[config.mk]
export PLATFORM = sky130hd
export DESIGN_NAME = fetch_unit_flat
export DESIGN_NICKNAME = d
export VERILOG_FILES = /design/src/rtl/fetch_unit_if.sv /design/src/rtl/fetch_unit.sv /design/src/flat_wrapper.sv
export SDC_FILE = /design/constraint.sdc
export NUM_CORES = 1
export LEC_CHECK = 0
export CORE_AREA = 4 4 89 83
export CTS_CLUSTER_SIZE = 28
export DETAILED_ROUTE_END_ITERATION = 12
export DIE_AREA = 0 0 93 87
export PLACE_DENSITY = 0.84
export SKIP_LAST_GASP = 1
export SYNTH_ARGS = -nofsm -noshare
export SYNTH_HDL_FRONTEND = slang
export SYNTH_SLANG_ARGS = --single-unit
[constraint.sdc]
create_clock -name clk -period 3.4 [get_ports clk]
set_clock_uncertainty 0.15 [all_clocks]
set_input_delay 0.85 -clock clk [delete_from_list [all_inputs] [get_ports clk]]
set_output_delay 0.85 -clock clk [all_outputs]
set_load 0.1 [all_outputs]
[src/rtl/fetch_unit_if.sv]
// Fetch-stage bus: imem address/data plus the instruction-register outputs that feed decode.
interface fetch_unit_if #(
  parameter int unsigned PC_W    = 6,
  parameter int unsigned INSTR_W = 32
);
  localparam int unsigned CNT_W = 16;

  logic               stall;
  logic               branch_taken;
  logic [PC_W-1:0]    branch_target;
  logic [INSTR_W-1:0] imem_instr;
  logic [PC_W-1:0]    imem_addr;
  logic [INSTR_W-1:0] instr_out;
  logic [PC_W-1:0]    pc_out;
  logic               instr_valid;
  logic               halted;
  logic [CNT_W-1:0]   fetch_count;

  modport master (
    input  stall, branch_taken, branch_target, imem_instr,
    output imem_addr, instr_out, pc_out, instr_valid, halted, fetch_count
  );

  modport slave (
    output stall, branch_taken, branch_target, imem_instr,
    input  imem_addr, instr_out, pc_out, instr_valid, halted, fetch_count
  );
endinterface

[src/rtl/fetch_unit.sv]
// Instruction fetch: owns the PC, registers the imem word for decode, and handles
// stall, branch redirect with a one-bubble squash, halt detection and a saturating count.
module fetch_unit #(
  parameter int unsigned        PC_W      = 6,
  parameter int unsigned        INSTR_W   = 32,
  parameter logic [PC_W-1:0]    RESET_PC  = '0,
  parameter logic [INSTR_W-1:0] HALT_WORD = '1
) (
  input logic           clk,
  input logic           reset,
  fetch_unit_if.master  bus
);
  localparam int unsigned CNT_W = 16;

  typedef enum logic {S_RUN, S_HALT} state_t;

  state_t             state_q, state_d;
  logic [PC_W-1:0]    pc_q, pc_d;
  logic [INSTR_W-1:0] instr_q, instr_d;
  logic [PC_W-1:0]    pc_out_q, pc_out_d;
  logic               valid_q, valid_d;
  logic [CNT_W-1:0]   count_q, count_d;

  // Next-state: branch beats stall beats normal fetch; HALT only drops valid.
  always_comb begin
    state_d  = state_q;
    pc_d     = pc_q;
    instr_d  = instr_q;
    pc_out_d = pc_out_q;
    valid_d  = valid_q;
    count_d  = count_q;
    case (state_q)
      S_RUN: begin
        if (bus.branch_taken) begin
          pc_d    = {bus.branch_target[PC_W-1:1], 1'b0};
          valid_d = 1'b0;
        end else if (!bus.stall) begin
          instr_d  = bus.imem_instr;
          pc_out_d = pc_q;
          valid_d  = 1'b1;
          if (count_q != {CNT_W{1'b1}}) count_d = count_q + CNT_W'(1);
          // Halt word is issued but the PC parks on it.
          if (bus.imem_instr == HALT_WORD) state_d = S_HALT;
          else                              pc_d    = pc_q + PC_W'(2);
        end
      end
      S_HALT: valid_d = 1'b0;
      default: state_d = S_RUN;
    endcase
  end

  always_ff @(posedge clk) begin
    if (reset) begin
      state_q  <= S_RUN;
      pc_q     <= RESET_PC;
      instr_q  <= '0;
      pc_out_q <= '0;
      valid_q  <= 1'b0;
      count_q  <= '0;
    end else begin
      state_q  <= state_d;
      pc_q     <= pc_d;
      instr_q  <= instr_d;
      pc_out_q <= pc_out_d;
      valid_q  <= valid_d;
      count_q  <= count_d;
    end
  end

  assign bus.imem_addr   = pc_q;
  assign bus.instr_out   = instr_q;
  assign bus.pc_out      = pc_out_q;
  assign bus.instr_valid = valid_q;
  assign bus.fetch_count = count_q;
  assign bus.halted      = (state_q == S_HALT);
endmodule

[src/flat_wrapper.sv]
// flat-port wrapper written by rule: the top's interface ports become plain ports
module fetch_unit_flat 
#(
  parameter int unsigned        PC_W      = 6,
  parameter int unsigned        INSTR_W   = 32,
  parameter logic [PC_W-1:0]    RESET_PC  = '0,
  parameter logic [INSTR_W-1:0] HALT_WORD = '1
)
  (clk, reset, bus_stall, bus_branch_taken, bus_branch_target, bus_imem_instr, bus_imem_addr, bus_instr_out, bus_pc_out, bus_instr_valid, bus_halted, bus_fetch_count);
  fetch_unit_if #(.PC_W(PC_W), .INSTR_W(INSTR_W)) bus_i ();
  input logic clk;
  input logic reset;
  input wire logic [$bits(bus_i.stall)-1:0] bus_stall;
  input wire logic [$bits(bus_i.branch_taken)-1:0] bus_branch_taken;
  input wire logic [$bits(bus_i.branch_target)-1:0] bus_branch_target;
  input wire logic [$bits(bus_i.imem_instr)-1:0] bus_imem_instr;
  output wire logic [$bits(bus_i.imem_addr)-1:0] bus_imem_addr;
  output wire logic [$bits(bus_i.instr_out)-1:0] bus_instr_out;
  output wire logic [$bits(bus_i.pc_out)-1:0] bus_pc_out;
  output wire logic [$bits(bus_i.instr_valid)-1:0] bus_instr_valid;
  output wire logic [$bits(bus_i.halted)-1:0] bus_halted;
  output wire logic [$bits(bus_i.fetch_count)-1:0] bus_fetch_count;
  assign bus_i.stall = bus_stall;
  assign bus_i.branch_taken = bus_branch_taken;
  assign bus_i.branch_target = bus_branch_target;
  assign bus_i.imem_instr = bus_imem_instr;
  assign bus_imem_addr = bus_i.imem_addr;
  assign bus_instr_out = bus_i.instr_out;
  assign bus_pc_out = bus_i.pc_out;
  assign bus_instr_valid = bus_i.instr_valid;
  assign bus_halted = bus_i.halted;
  assign bus_fetch_count = bus_i.fetch_count;
  fetch_unit #(.PC_W(PC_W), .INSTR_W(INSTR_W), .RESET_PC(RESET_PC), .HALT_WORD(HALT_WORD)) u_core (.clk(clk), .reset(reset), .bus(bus_i));
endmodule
* Yosys cells after proc, flatten, opt, wreduce, memory -nomap -nowiden
Index checks and enable logic that the tools add are counted.
** Word-level totals
- ROM bits :: 0
- Bits in writable memories :: 0
- Memories kept :: 0
- Latch bits :: 0
- Bits in registers :: 62
- Output and inout port bits :: 62
- Word-level logic and storage cells :: 29
** Operators by class
- $add $sub $neg :: 2
- Order comparisons :: 0
- Bitwise operators :: 3
- Mux-type cells :: 10
- Reductions and logical operators :: 3
- Div/mod/pow operators :: 0
- Eq/ne operators :: 5
- Shift-type cells :: 0
- Multipliers :: 0
** Operators by type and width (count)
- $eq A32 B32 Y1 const B :: 1
- $mux W6 :: 3
- $add A16 B1 Y16 const B :: 1
- $ne A16 B16 Y1 const B :: 1
- $add A6 B2 Y6 const B :: 1
- $mux W1 :: 6
- $reduce_and A3 Y1 :: 2
- $reduce_and A4 Y1 :: 1
- $ne A3 B3 Y1 const B :: 1
- $not A1 Y1 :: 3
- $ne A2 B1 Y1 const B :: 1
- $ne A2 B2 Y1 const B :: 1
- $pmux W1 S2 :: 1

* Logic depth before layout (Yosys ltp)
- Depth in word-level cells :: 5
- Mapped depth :: 7

* Worst setup path before layout
OpenSTA, ideal clock, no wires.
- Path kind :: reg-to-reg
- From :: register u_core.count_q[0] (netlist: u_core.bus.fetch_count[0])
- To :: register u_core.count_q[1] (netlist: u_core.bus.fetch_count[1])
- Path buffers :: 0
- Stages on the path, launching flop included :: 7
- Arrival :: 2306 ps
- Setup time :: 128 ps
- Period minus slack after synthesis :: 2583 ps
- Slack :: 817 ps
- Cell sequence :: dfxtp_1 -> ha_1 -> and3_1 -> nand3_2 -> o21ai_2 -> mux2i_1 -> nor2_1
** On the way
- Cells in the longest elaborated chain, start to end :: 2
- Elaborated cells between the ends (all ways) :: 3
** RTL lines
- from (decl) :: line fetch_unit.sv:22 : logic [CNT_W-1:0] count_q, count_d;
- from (signal assigned) :: line fetch_unit.sv:66 : count_q <= count_d;
- branches (longest 2 deep; another with $add A16 B1 Y16)
Several ways; the timed one is not identified.
A chain may end at the register's enable or synchronous reset.

* Final worst setup path
- From :: input port bus_branch_taken
- To :: register u_core.pc_q[2] (netlist: u_core.bus.imem_addr[2])
** On the way
- Cells in the longest elaborated chain, start to end :: 2
- Elaborated cells between the ends (all ways) :: 4
** RTL lines
- from (decl) :: line flat_wrapper.sv:14 : input wire logic [$bits(bus_i.branch_taken)-1:0] bus_branch_taken;
- $ne A2 B2 Y1 (no source line) or $ne A2 B1 Y1 (tied branches)
- $reduce_and A3 Y1 (no source line)
- to (signal assigned) :: line fetch_unit.sv:62 : pc_q <= pc_d;
- to (decl) :: line fetch_unit.sv:18 : logic [PC_W-1:0] pc_q, pc_d;
Several ways; a longest one is shown, not always the timed one.

==> impl_metrics.tcl <==
set metrics [dict create \
    dr.pass1.iters 4 \
    row_count 28 \
    clk_pin_slew_ns 0.07 \
    fmax_ghz 0.386 \
    drc 0 \
    cp_max_fo 9 \
    crit_start "bus_branch_taken" \
    critical_path.endpoint "u_core.bus.imem_addr[2]" \
    root_buffer "clkbuf_8" \
    synth_cell_types 39 \
    core_sq_um 6450 \
    post_cts_buffers 0 \
    leakagePower_uw 0.00148 \
    ff2ff_path_depth 6 \
    endpoint_kind "flip-flop" \
    yosys.area_share.xor_xnor 0.0415 \
    gp_congestion 0.787 \
    num_io_pins 104 \
    drive_gt1_frac 0.205 \
    holdWs_ns 0.306 \
    setup.worst_path.start_class "primary input" \
    vias 2557 \
    synthAdderAreaFrac 0.00989 \
    routed_wl_mm 7.06 \
    min_from "u_core.bus.instr_out[23]" \
    cts.repair.resized 0 \
    synth-main-ff-cell "dfxtp_1" \
    crit_type "in -> reg" \
    cts_buffers 9 \
    synth_area_sq_um 2530 \
    cts_tree "done" \
    r2r_slack_ns 1.37 \
    crit_arrival_ns 2.63 \
    vias_per_cell 5.07 \
    clockBufferDepth 2 \
    synth_edf_count 0 \
    dp.final_hpwl_mm 5.13 \
    die_y_microns 87 \
    cap_violations 0 \
    utilization 0.567 \
    synth_compound_area_frac 0.147 \
    p_per_area_nw_per_um2 509 \
    grt_pass1_wl_mm 11.5 \
    hold_viol 0 \
    yosysTopAreaCellShare 0.475 \
    wire_per_inst_microns 14.0 \
    hold_path.class "reg -> reg" \
    cts.htree.levels 3 \
    area_delta_synth_final_pct 44.3 \
    fin_setup_tns_ns 0 \
    crit_required_ns 3.44 \
    synth_top_area_cell "dfxtp_1" \
    antenna_cells 0 \
    ys_seq_area_frac 0.475 \
    die_area_sq_um 8090 \
    synth_top_family_by_area "simple AND/OR/NAND/NOR gates" \
    first_iter_violations 114 \
    cts_hold_buffers 0 \
    async_flop_share 0 \
    gr-total-overflow 0 \
    grt_pass1_vias 2466 \
    vdd.ir_drop.worst_v 0.000281 \
    numPortBuffers 100 \
    fin_crit_sh 0.761 \
    pre_cts_ws_ns 0.500 \
    syn_area_per_cell_sq_um 8.06 \
    worst_slew_pin_slew_ns 0.696 \
    clk_latency_ns 0.34 \
    rsz0062_at_grt "false" \
    die_x_microns 93 \
    finalSetupViolations 0 \
    final_nets 453 \
    r2r-start "u_core.bus.fetch_count[0]" \
    synthTopCellsByArea "dfxtp_1 47%, nand2_1 11%, a21oi_1 8.9%" \
    timing.final.ws_setup_ns 0.812 \
    r2r-end "u_core.bus.fetch_count[1]" \
    yosysWarnings 0 \
    postSynthCellCount 314 \
    synth_mux_area_frac 0.00395 \
    clock-sinks 60 \
    synth_seq_cells 60 \
    fin_crit_ns 2.59 \
    initial_utilization 0.393 \
    grt_max_degree 39 \
    final_max_slew_viol_count 0 \
    grtUsageTotal 0.178 \
    slew_headroom 0.536 \
    status "complete, no violations" \
    antenna_found_initial 0 \
    yosys.area_share.simple 0.278 \
    final_antenna_net_count 0 \
]
## logic make-up after synthesis
kind of cell,after synthesis
AND/OR/NAND/NOR,149
AO/OA/AOI/OAI,66
flip-flops,60
buffers and inverters,23
XOR/XNOR,12
adder cells (fa/ha/maj),2
other,1
multiplexers,1
## worst max-delay path: stages
cell             delay (ns)
clkdlybuf4s50_1        0.61
nand4b_1               0.17
nor4_2                 0.06
a41o_1                 0.30
a2111oi_0              0.54
a211oi_1               0.10
## registers in the layout (all words and copies together), names as in the netlist
name                    flops
u_core.bus.fetch_count     16
u_core.bus.halted           1
u_core.bus.imem_addr        5
u_core.bus.instr_out       32
u_core.bus.instr_valid      1
u_core.bus.pc_out           5
## metrics by stage
step,area [sq um],total power (uW),instances
6_report,3650,1860,504
5_1_grt,3650,1930,504
4_1_cts,3650,1880,504
3_5_place_dp,3420,1120,488
3_3_place_gp,3420,1120,488
2_1_floorplan,2530,1010,315
## how the worst min path moves through the flow
stage,end,slack [ns],cells past startpoint
after floorplan,u_core.bus.instr_out[12],0.73,2
after global placement,u_core.bus.instr_out[18],0.29,2
after detailed placement,u_core.bus.instr_out[30],0.30,2
after CTS,u_core.bus.instr_out[1],0.31,2
after global routing,u_core.bus.instr_out[30],0.32,2
final,u_core.bus.instr_out[23],0.31,2
## area by class of cell
type | count | area (sq um)
clock buffer | 11 | 131
clock inverter | 5 | 100
fill | 614 | 2790
inverter | 2 | 7.51
multi-input combinational | 232 | 1220
sequential | 60 | 1200
tap | 90 | 113
timing repair buffer | 104 | 876
## metal layers
layer / vias up / wire, microns / GRT usage
li1: 1265 / - / -
met1: 1194 / 2930 / 0.207
met2: 82 / 3450 / 0.297
met3: 16 / 529 / 0.0769
met4: 0 / 147 / 0.0586
met5: - / 0 / 0
## power breakdown
group | switching, uW | total (uW) | internal (uW)
combinational | 264 | 361 | 97.3
sequential | 17.6 | 746 | 728
clock | 268 | 753 | 485
total | 549 | 1860 | 1310
## cell usage in the layout (no fill, tap or decap), types with 3 or more instances in the layout
cell type | synthesis | final
or3_1 | 6 | 6
and2_1 | 3 | 3
and3_1 | 6 | 6
buf_4 | 2 | 64
nor3_1 | 3 | 3
nand2_1 | 77 | 77
nand3_1 | 7 | 7
nor2_1 | 21 | 21
dfxtp_1 | 60 | 60
bufinv_16 | 0 | 3
clkbuf_8 | 0 | 9
o21ai_0 | 8 | 8
xor2_1 | 12 | 12
nor2b_1 | 4 | 4
clkdlybuf4s50_1 | 0 | 39
nand4_1 | 13 | 13
and4_1 | 3 | 3
a21oi_1 | 45 | 45
## synth_stat cells, drive strengths merged, types with 3 or more instances
cell	instances
a21oi	45
and2	3
and3	6
and4	3
buf	11
clkbuf	10
dfxtp	60
nand2	77
nand3	8
nand4	13
nor2	21
nor2b	4
nor3	4
o21ai	9
or3	6
xor2	12
Power figures use the tool's default switching activity.
